`src/rtl/ir_pkg.sv`:
```
// Shared definitions for the instruction prefetch queue and the control-unit decoder.
package ir_pkg;

    localparam int INSTR_W_DEF   = 16;
    localparam int OP_W_DEF      = 6;
    localparam int DEPTH_DEF     = 4;
    localparam int OPERAND_W_DEF = INSTR_W_DEF - OP_W_DEF;

    typedef logic [INSTR_W_DEF-1:0]   instr_t;
    typedef logic [OP_W_DEF-1:0]      opcode_t;
    typedef logic [OPERAND_W_DEF-1:0] operand_t;

    // Opcode is the most significant field of the instruction word.
    function automatic opcode_t get_opcode(input instr_t word);
        return word[INSTR_W_DEF-1 -: OP_W_DEF];
    endfunction

    // Operand is everything below the opcode field.
    function automatic operand_t get_operand(input instr_t word);
        return word[OPERAND_W_DEF-1:0];
    endfunction

endpackage

```
`src/rtl/ir_fifo.sv`:
```
// Circular buffer holding prefetched instruction words ahead of the IR.
module ir_fifo #(
    parameter int W     = 16,
    parameter int DEPTH = 4,
    parameter int PW    = $clog2(DEPTH),
    parameter int CW    = $clog2(DEPTH + 1)
) (
    input  logic          clk,
    input  logic          rst_n,
    input  logic          flush,
    input  logic          push_valid,
    input  logic [W-1:0]  push_data,
    output logic          push_ready,
    input  logic          pop_req,
    output logic          pop_fire,
    output logic [W-1:0]  head_data,
    output logic [CW-1:0] count
);

    logic [W-1:0]  mem [DEPTH];
    logic [PW-1:0] wr_ptr_reg;
    logic [PW-1:0] rd_ptr_reg;
    logic [CW-1:0] count_reg;
    logic [CW-1:0] count_next;
    logic          push_fire;

    // Ready depends on registered occupancy only, so no input reaches it combinationally.
    assign push_ready = (count_reg != CW'(DEPTH));
    assign push_fire  = push_valid && push_ready && !flush;
    assign pop_fire   = pop_req && (count_reg != '0) && !flush;
    assign head_data  = mem[rd_ptr_reg];
    assign count      = count_reg;

    // Occupancy changes only when exactly one of push/pop happens.
    always_comb begin
        count_next = count_reg;
        if (push_fire && !pop_fire) begin
            count_next = count_reg + CW'(1);
        end else if (pop_fire && !push_fire) begin
            count_next = count_reg - CW'(1);
        end
    end

    // Storage is left unreset so it can map onto plain RAM.
    always_ff @(posedge clk) begin
        if (push_fire) begin
            mem[wr_ptr_reg] <= push_data;
        end
    end

    // Pointers wrap naturally at power-of-two depth; flush empties the buffer.
    always_ff @(posedge clk or negedge rst_n) begin
        if (!rst_n) begin
            wr_ptr_reg <= '0;
            rd_ptr_reg <= '0;
            count_reg  <= '0;
        end else if (flush) begin
            wr_ptr_reg <= '0;
            rd_ptr_reg <= '0;
            count_reg  <= '0;
        end else begin
            if (push_fire) wr_ptr_reg <= wr_ptr_reg + PW'(1);
            if (pop_fire)  rd_ptr_reg <= rd_ptr_reg + PW'(1);
            count_reg <= count_next;
        end
    end

endmodule

```
`src/rtl/ir_prefetch_queue.sv`:
```
// Prefetch queue feeding the instruction register and its decoded fields.
module ir_prefetch_queue
    import ir_pkg::*;
#(
    parameter int INSTR_W = INSTR_W_DEF,
    parameter int OP_W    = OP_W_DEF,
    parameter int DEPTH   = DEPTH_DEF
) (
    input  logic                       clk,
    input  logic                       rst_n,
    input  logic                       flush,
    input  logic                       in_valid,
    input  logic [INSTR_W-1:0]         in_instr,
    output logic                       in_ready,
    input  logic                       ir_load,
    output logic                       ir_valid,
    output logic [OP_W-1:0]            opcode,
    output logic [INSTR_W-OP_W-1:0]    operand,
    output logic [$clog2(DEPTH+1)-1:0] q_count
);

    logic [INSTR_W-1:0] head_data;
    logic [INSTR_W-1:0] ir_reg;
    logic               ir_valid_reg;
    logic               pop_fire;

    ir_fifo #(
        .W     (INSTR_W),
        .DEPTH (DEPTH)
    ) u_fifo (
        .clk        (clk),
        .rst_n      (rst_n),
        .flush      (flush),
        .push_valid (in_valid),
        .push_data  (in_instr),
        .push_ready (in_ready),
        .pop_req    (ir_load),
        .pop_fire   (pop_fire),
        .head_data  (head_data),
        .count      (q_count)
    );

    // IR takes the head on a real pop; a load against an empty queue leaves a bubble.
    // Flush only invalidates: the IR contents are kept.
    always_ff @(posedge clk or negedge rst_n) begin
        if (!rst_n) begin
            ir_reg       <= '0;
            ir_valid_reg <= 1'b0;
        end else if (flush) begin
            ir_valid_reg <= 1'b0;
        end else if (ir_load) begin
            if (pop_fire) begin
                ir_reg       <= head_data;
                ir_valid_reg <= 1'b1;
            end else begin
                ir_valid_reg <= 1'b0;
            end
        end
    end

    assign ir_valid = ir_valid_reg;

    // Default widths share the decoder's slicing helpers; other widths slice directly.
    generate
        if (INSTR_W == INSTR_W_DEF && OP_W == OP_W_DEF) begin : g_pkg_fields
            assign opcode  = get_opcode(ir_reg);
            assign operand = get_operand(ir_reg);
        end else begin : g_param_fields
            assign opcode  = ir_reg[INSTR_W-1 -: OP_W];
            assign operand = ir_reg[INSTR_W-OP_W-1:0];
        end
    endgenerate

endmodule
```
`config.mk`:
```
export PLATFORM = sky130hd
export DESIGN_NAME = ir_prefetch_queue
export DESIGN_NICKNAME = d
export VERILOG_FILES = /design/src/rtl/ir_pkg.sv /design/src/rtl/ir_fifo.sv /design/src/rtl/ir_prefetch_queue.sv
export SDC_FILE = /design/constraint.sdc
export NUM_CORES = 1
export LEC_CHECK = 0
export ABC_AREA = 0
export CAP_MARGIN = 10
export CORE_UTILIZATION = 30
export DETAILED_ROUTE_END_ITERATION = 8
export REMOVE_ABC_BUFFERS = 1
export SETUP_SLACK_MARGIN = 0.05
export SYNTH_ARGS = -nofsm -noshare
export SYNTH_HDL_FRONTEND = slang
export SYNTH_SLANG_ARGS = --single-unit
```
`constraint.sdc`:
```
create_clock -name clk -period 2.3 [get_ports clk]
set_clock_uncertainty 0.2 [all_clocks]
set_input_delay 0.575 -clock clk [delete_from_list [all_inputs] [get_ports clk]]
set_output_delay 0.575 -clock clk [all_outputs]
set_load 0.01 [all_outputs]
```
Yosys cells after proc, flatten, opt, wreduce, memory -nomap -nowiden
Memory sizes are Yosys's and may differ from the RTL's. A register that Yosys moved wholly into a read port is not among the register bits.
Index checks and enable logic that the tools add are counted.
Widths: inputs -> output; s select.
Cells by class
  add/sub/neg operators: 4
  eq/ne operators: 1
  mux-type cells: 12
  bitwise gates (word level): 1
  reductions and logical operators: 16
Operator list (number)
  $mux 3: 3
  $mux 2: 4
  $logic_and 1x1->1: 6
  $reduce_bool 2->1: 3
  $reduce_bool 3->1: 2
  $mux 1: 5
  $add 2x1->2 const B: 2
  $logic_not 1->1: 4
  $add 3x1->3 const B: 1
  $ne 3x3->1 const B: 1
  $reduce_and 3->1: 1
  $sub 3x1->3 const B: 1
  $not 1->1: 1
Storage, ports and cells
  flip-flop bits (word level): 8
  RAM bits: 64
  input bits: 21
  output and inout port bits: 21
  logic and storage cells: 39
  memories kept: 1
Memories
  u_fifo.mem: words 4, bits a word 16, rd ports 1, clocked after memory_dff 1, wr ports 1, RTL line ir_fifo.sv:20  | logic [W-1:0] mem [DEPTH];

Longest topological paths before layout
  word-level depth: 8
  depth in mapped cells: 8

By module
A second synthesis with hierarchy kept.
Unflattened totals
  cell total of the unflattened synthesis: 181
  area, all modules: 3542.1 um2
By module, submodules not included
  ir_fifo: instances 1, cells an instance 144, area an instance 2854.0 um2
  ir_prefetch_queue: instances 1, cells an instance 37, area an instance 688.2 um2

Worst setup path after synthesis
Ideal clock, no wire load.
  path kind: register -> register
  start point: register u_fifo.count_reg[2] (netlist: u_fifo.count[2])
  end point: register u_fifo.count_reg[2] (netlist: u_fifo.count[2])
  setup time: 66 ps
  data arrival time: 2214 ps
  slack: -181 ps
  stages on the path, launching flop included: 9
  clock period less this slack: 2481 ps
  cells stage by stage: dfrtp_1 > buf_2 > nor3b_1 > nor3_1 > and2_1 > fa_1 > a21bo_2 > a311oi_1 > o311a_1
On the way
  word-level cells in the longest chain between the ends: 7
RTL lines
  start: declaration: RTL line ir_fifo.sv:23  | logic [CW-1:0] count_reg;
  start signal: assignment: RTL line ir_fifo.sv:64  | count_reg <= count_next;
  branches (longest 7 deep; another with $sub 3x1->3)
Parallel ways; which one is timed is not known. The select of a mux whose other input is x is not followed.
A chain may end at the register's enable or synchronous reset.

Worst setup path in the final report
  start point: register u_fifo.count_reg[1] (netlist: u_fifo.count[1])
  end point: register u_fifo.count_reg[2] (netlist: u_fifo.count[2])
The elaborated chain is that of the path after synthesis.

==> impl_metrics.py <==
metrics = {
    "sta": {
        "tightestPinTransition_ns": 0.3789,
        "timing.max_slew.rel_slack_pct": 74.42,
        "max_clock_freq_mhz": 445.2,
        "setup_tns_ns": 0,
        "timing.hold.ws_ns": 0.3055,
        "rsz_0062_raised_after_global_routing": "true",
        "timing.final.ws_setup_ns": 0.05401,
        "period_share_pct": 97.65,
        "timing_max_transition_violations_final": 0,
        "period_needed_ns": 2.246,
        "finalSetupViolCount": 0,
        "final-hold-violation-count": 0,
    },
    "power": {
        "power_density_nw_per_um2": 1157,
        "static-leakage-power_nw": 1.715,
        "power_frac_clock_pct": 30.3,
        "pwr-share-seq_pct": 38.7,
        "switchingPower_mw": 1.352,
        "irDropWorstVdd_mv": 0.3913,
        "power_frac_comb_pct": 30.9,
        "p_int_mw": 4.065,
        "power.share.switching_pct": 24.96,
        "power.total_mw": 5.417,
    },
    "yosys": {
        "synth.lib_cells_used.distinct": 35,
        "top_post_synthesis_cells_by_area": "edfxtp_1 (54%), dfrtp_1 (17%), mux4_1 (5.9%)",
        "yosys.area.top_type_share_pct": 53.59,
        "netlist_instances": 181,
        "ys_seq_elements": 88,
        "yosysWarnings": 0,
        "synth_top_area_cell": "edfxtp_1",
        "syn-mean-instance-area_um2": 19.81,
        "synth_seq_area_share_pct": 70.34,
        "mapped_area_um2": 3586,
    },
    "finish": {
        "layout_commonest_cell": "edfxtp_1",
        "filler_cell_count": 1052,
        "antennaDiodeCount": 0,
        "fin_cells": 398,
        "postLayoutCoreUtil_pct": 40.65,
        "drive_above_1_share_pct": 28.63,
        "design_area_um2": 4681,
        "largest_reg_flops": 64,
        "flow.area_growth_from_synthesis_pct": 30.53,
        "leading_cell_types_in_the_layout_fill_and_taps_excluded": "edfxtp_1 (64), clkdlybuf4s50_1 (39), dfrtp_1 (24), buf_4 (24), mux2_4 (10)",
        "final_net_count": 276,
    },
    "placement": {
        "io_buffer_count": 41,
        "place_hpwl_um": 4370,
        "dpl.cell_count": 381,
        "gpl.final_weighted_congestion": 0.7285,
        "postPlaceCellArea_um2": 4318,
        "place_worst_setup_slack_ns": -0.4292,
    },
    "detailed_routing": {
        "drt.antenna.violating_nets": 0,
        "routed_via_density": 4.621,
        "route.detailed.wl_per_inst_um": 16.65,
        "first_iter_violations": 61,
        "routed_wirelength_um": 6628,
        "firstDrtPassIters": 8,
        "routed-via-count": 1839,
        "detail_route.drc_violations": 4,
    },
    "worst_setup_path": {
        "worstPathBufferInverterCount": 1,
        "crit_arrival_ns": 2.31,
        "cp_max_fo": 4,
        "cp_slowest_stage_delay_ns": 0.39,
        "timing_worst_setup_path_type": "reg -> reg",
        "critPathRequiredTime_ns": 2.37,
        "cell_class_contributing_the_biggest_share_of_worst_path_delay": "compound AO/OA/AOI/OAI gates",
        "cp_cell_sequence": "nor3b_2, buf_4, nor3_2, and2_4, fa_2, a21bo_2, a311oi_2, o311a_1",
        "worstSetupStartpointType": "flop",
        "crit_slowest_cell": "dfrtp_1",
        "critical_path.endpoint_type": "flop",
    },
    "global_routing": {
        "grt_max_degree": 25,
        "number_of_global_route_vias_before_repair": 1879,
        "total_global_routing_track_utilization_pct": 11.27,
        "grt_antenna_before_repair": 0,
        "grt-ovfl-total": 0,
        "grt_first_pass_wirelength_um": 10290,
    },
    "die": {
        "initial_core_utilization_pct": 31.14,
        "placeable_core_region_um2": 11520,
        "io_pins": 42,
        "die_h_um": 111.3,
        "floorplan.die.width_um": 111.3,
        "std_cell_rows": 39,
        "die_area_um2": 12390,
    },
    "clocking": {
        "worst_skew_pair.late_latency_ns": 0.33,
        "clock_tree.htree_level_count": 3,
        "tritoncts_num_sinks": 88,
        "cts.path.max_buffers": 2,
        "cts_buffers": 9,
        "tritoncts": "done",
        "cts_root_buf": "clkbuf_16",
        "holdBufCountCts": 0,
        "clk_pin_slew_worst_paths_ns": 0.06,
    },
    "worst_hold_path": {
        "worst_hold_path_type": "reg -> reg",
    },
    "status": {
        "run_status": "finished, violations left",
        "violated_checks": "DRC",
    },
    "job": {
        "timing.max_cap.violations": 0,
    },
}
## cells by family after synthesis
logic type | after synthesis | synth area share (%)
simple gates | 21 | 3.419
compound gates | 14 | 3.280
flops | 88 | 70.34
mux | 35 | 17.83
buf+inv | 16 | 2.687
fa+ha+maj | 5 | 1.954
xor+xnor | 2 | 0.4886
## Yosys cell counts
master,count
nand3_1,2
mux4_2,8
mux2_4,10
nand3b_1,2
ha_1,4
inv_1,7
nor3b_1,1
o211a_1,1
mux4_1,8
edfxtp_1,64
o311ai_0,1
nor4bb_1,1
o31ai_4,1
nor2_1,7
a211o_1,1
mux2_2,7
fa_1,1
o311a_1,1
nor2_4,1
o211ai_1,1
buf_2,4
a21oi_1,3
buf_6,2
clkbuf_1,2
and2_1,5
buf_12,1
xor2_1,2
a21bo_2,1
dfrtp_1,24
nor3_1,1
mux2i_1,2
o31ai_1,1
o21ai_0,2
nand2b_1,1
a311oi_1,1
## final timing paths
path                            slack [ns]            start  cells past startpoint              end
worst max-delay path                  0.05  u_fifo.count[1]                      8  u_fifo.count[2]
worst min-delay path                  0.31       ir_reg[13]                      1       ir_reg[13]
worst max register to register        0.05  u_fifo.count[1]                      8  u_fifo.count[2]
worst min register to register        0.31       ir_reg[13]                      1       ir_reg[13]
max in group asynchronous             1.22            rst_n                      2        ir_reg[4]
min in group asynchronous             0.42            rst_n                      2        ir_reg[3]
## power by group through the flow
stage | clock [mW] | sequential (mW) | combinational (mW)
floorplan | 0 | 2.29 | 0.712
global placement | 0 | 2.13 | 1.66
detailed placement | 0 | 2.13 | 1.68
CTS | 1.67 | 2.10 | 1.71
global route | 1.74 | 2.13 | 1.80
finish | 1.64 | 2.10 | 1.68
## cell type report
| type | instances | area [um^2] | share of cell area [%] |
|---|---|---|---|
| Clock inverter | 3 | 90.09 | 1.925 |
| Clock buffer | 13 | 250.2 | 5.346 |
| Inverter | 7 | 26.28 | 0.5613 |
| Sequential cell | 88 | 2522 | 53.89 |
| Tap cell | 143 | 178.9 | 3.823 |
| Multi-Input combinational cell | 77 | 988.4 | 21.12 |
| Timing Repair Buffer | 67 | 624.3 | 13.34 |
## routing by layer
layer  global-route usage, %  share of wire (%)  up-vias
met1                   14.64                 45      944
li1                        -                  -      849
met3                   3.375                5.1        7
met5                       0                  0        -
met2                   17.96                 48       39
met4                   4.054                1.2        0
## timing repair
item	4_1_cts	5_1_grt
gates resized for setup	7	2
pin swaps	5	5
setup buffers	1	0
setup endpoints to repair	2	3
(Power assumes the default switching activity.)
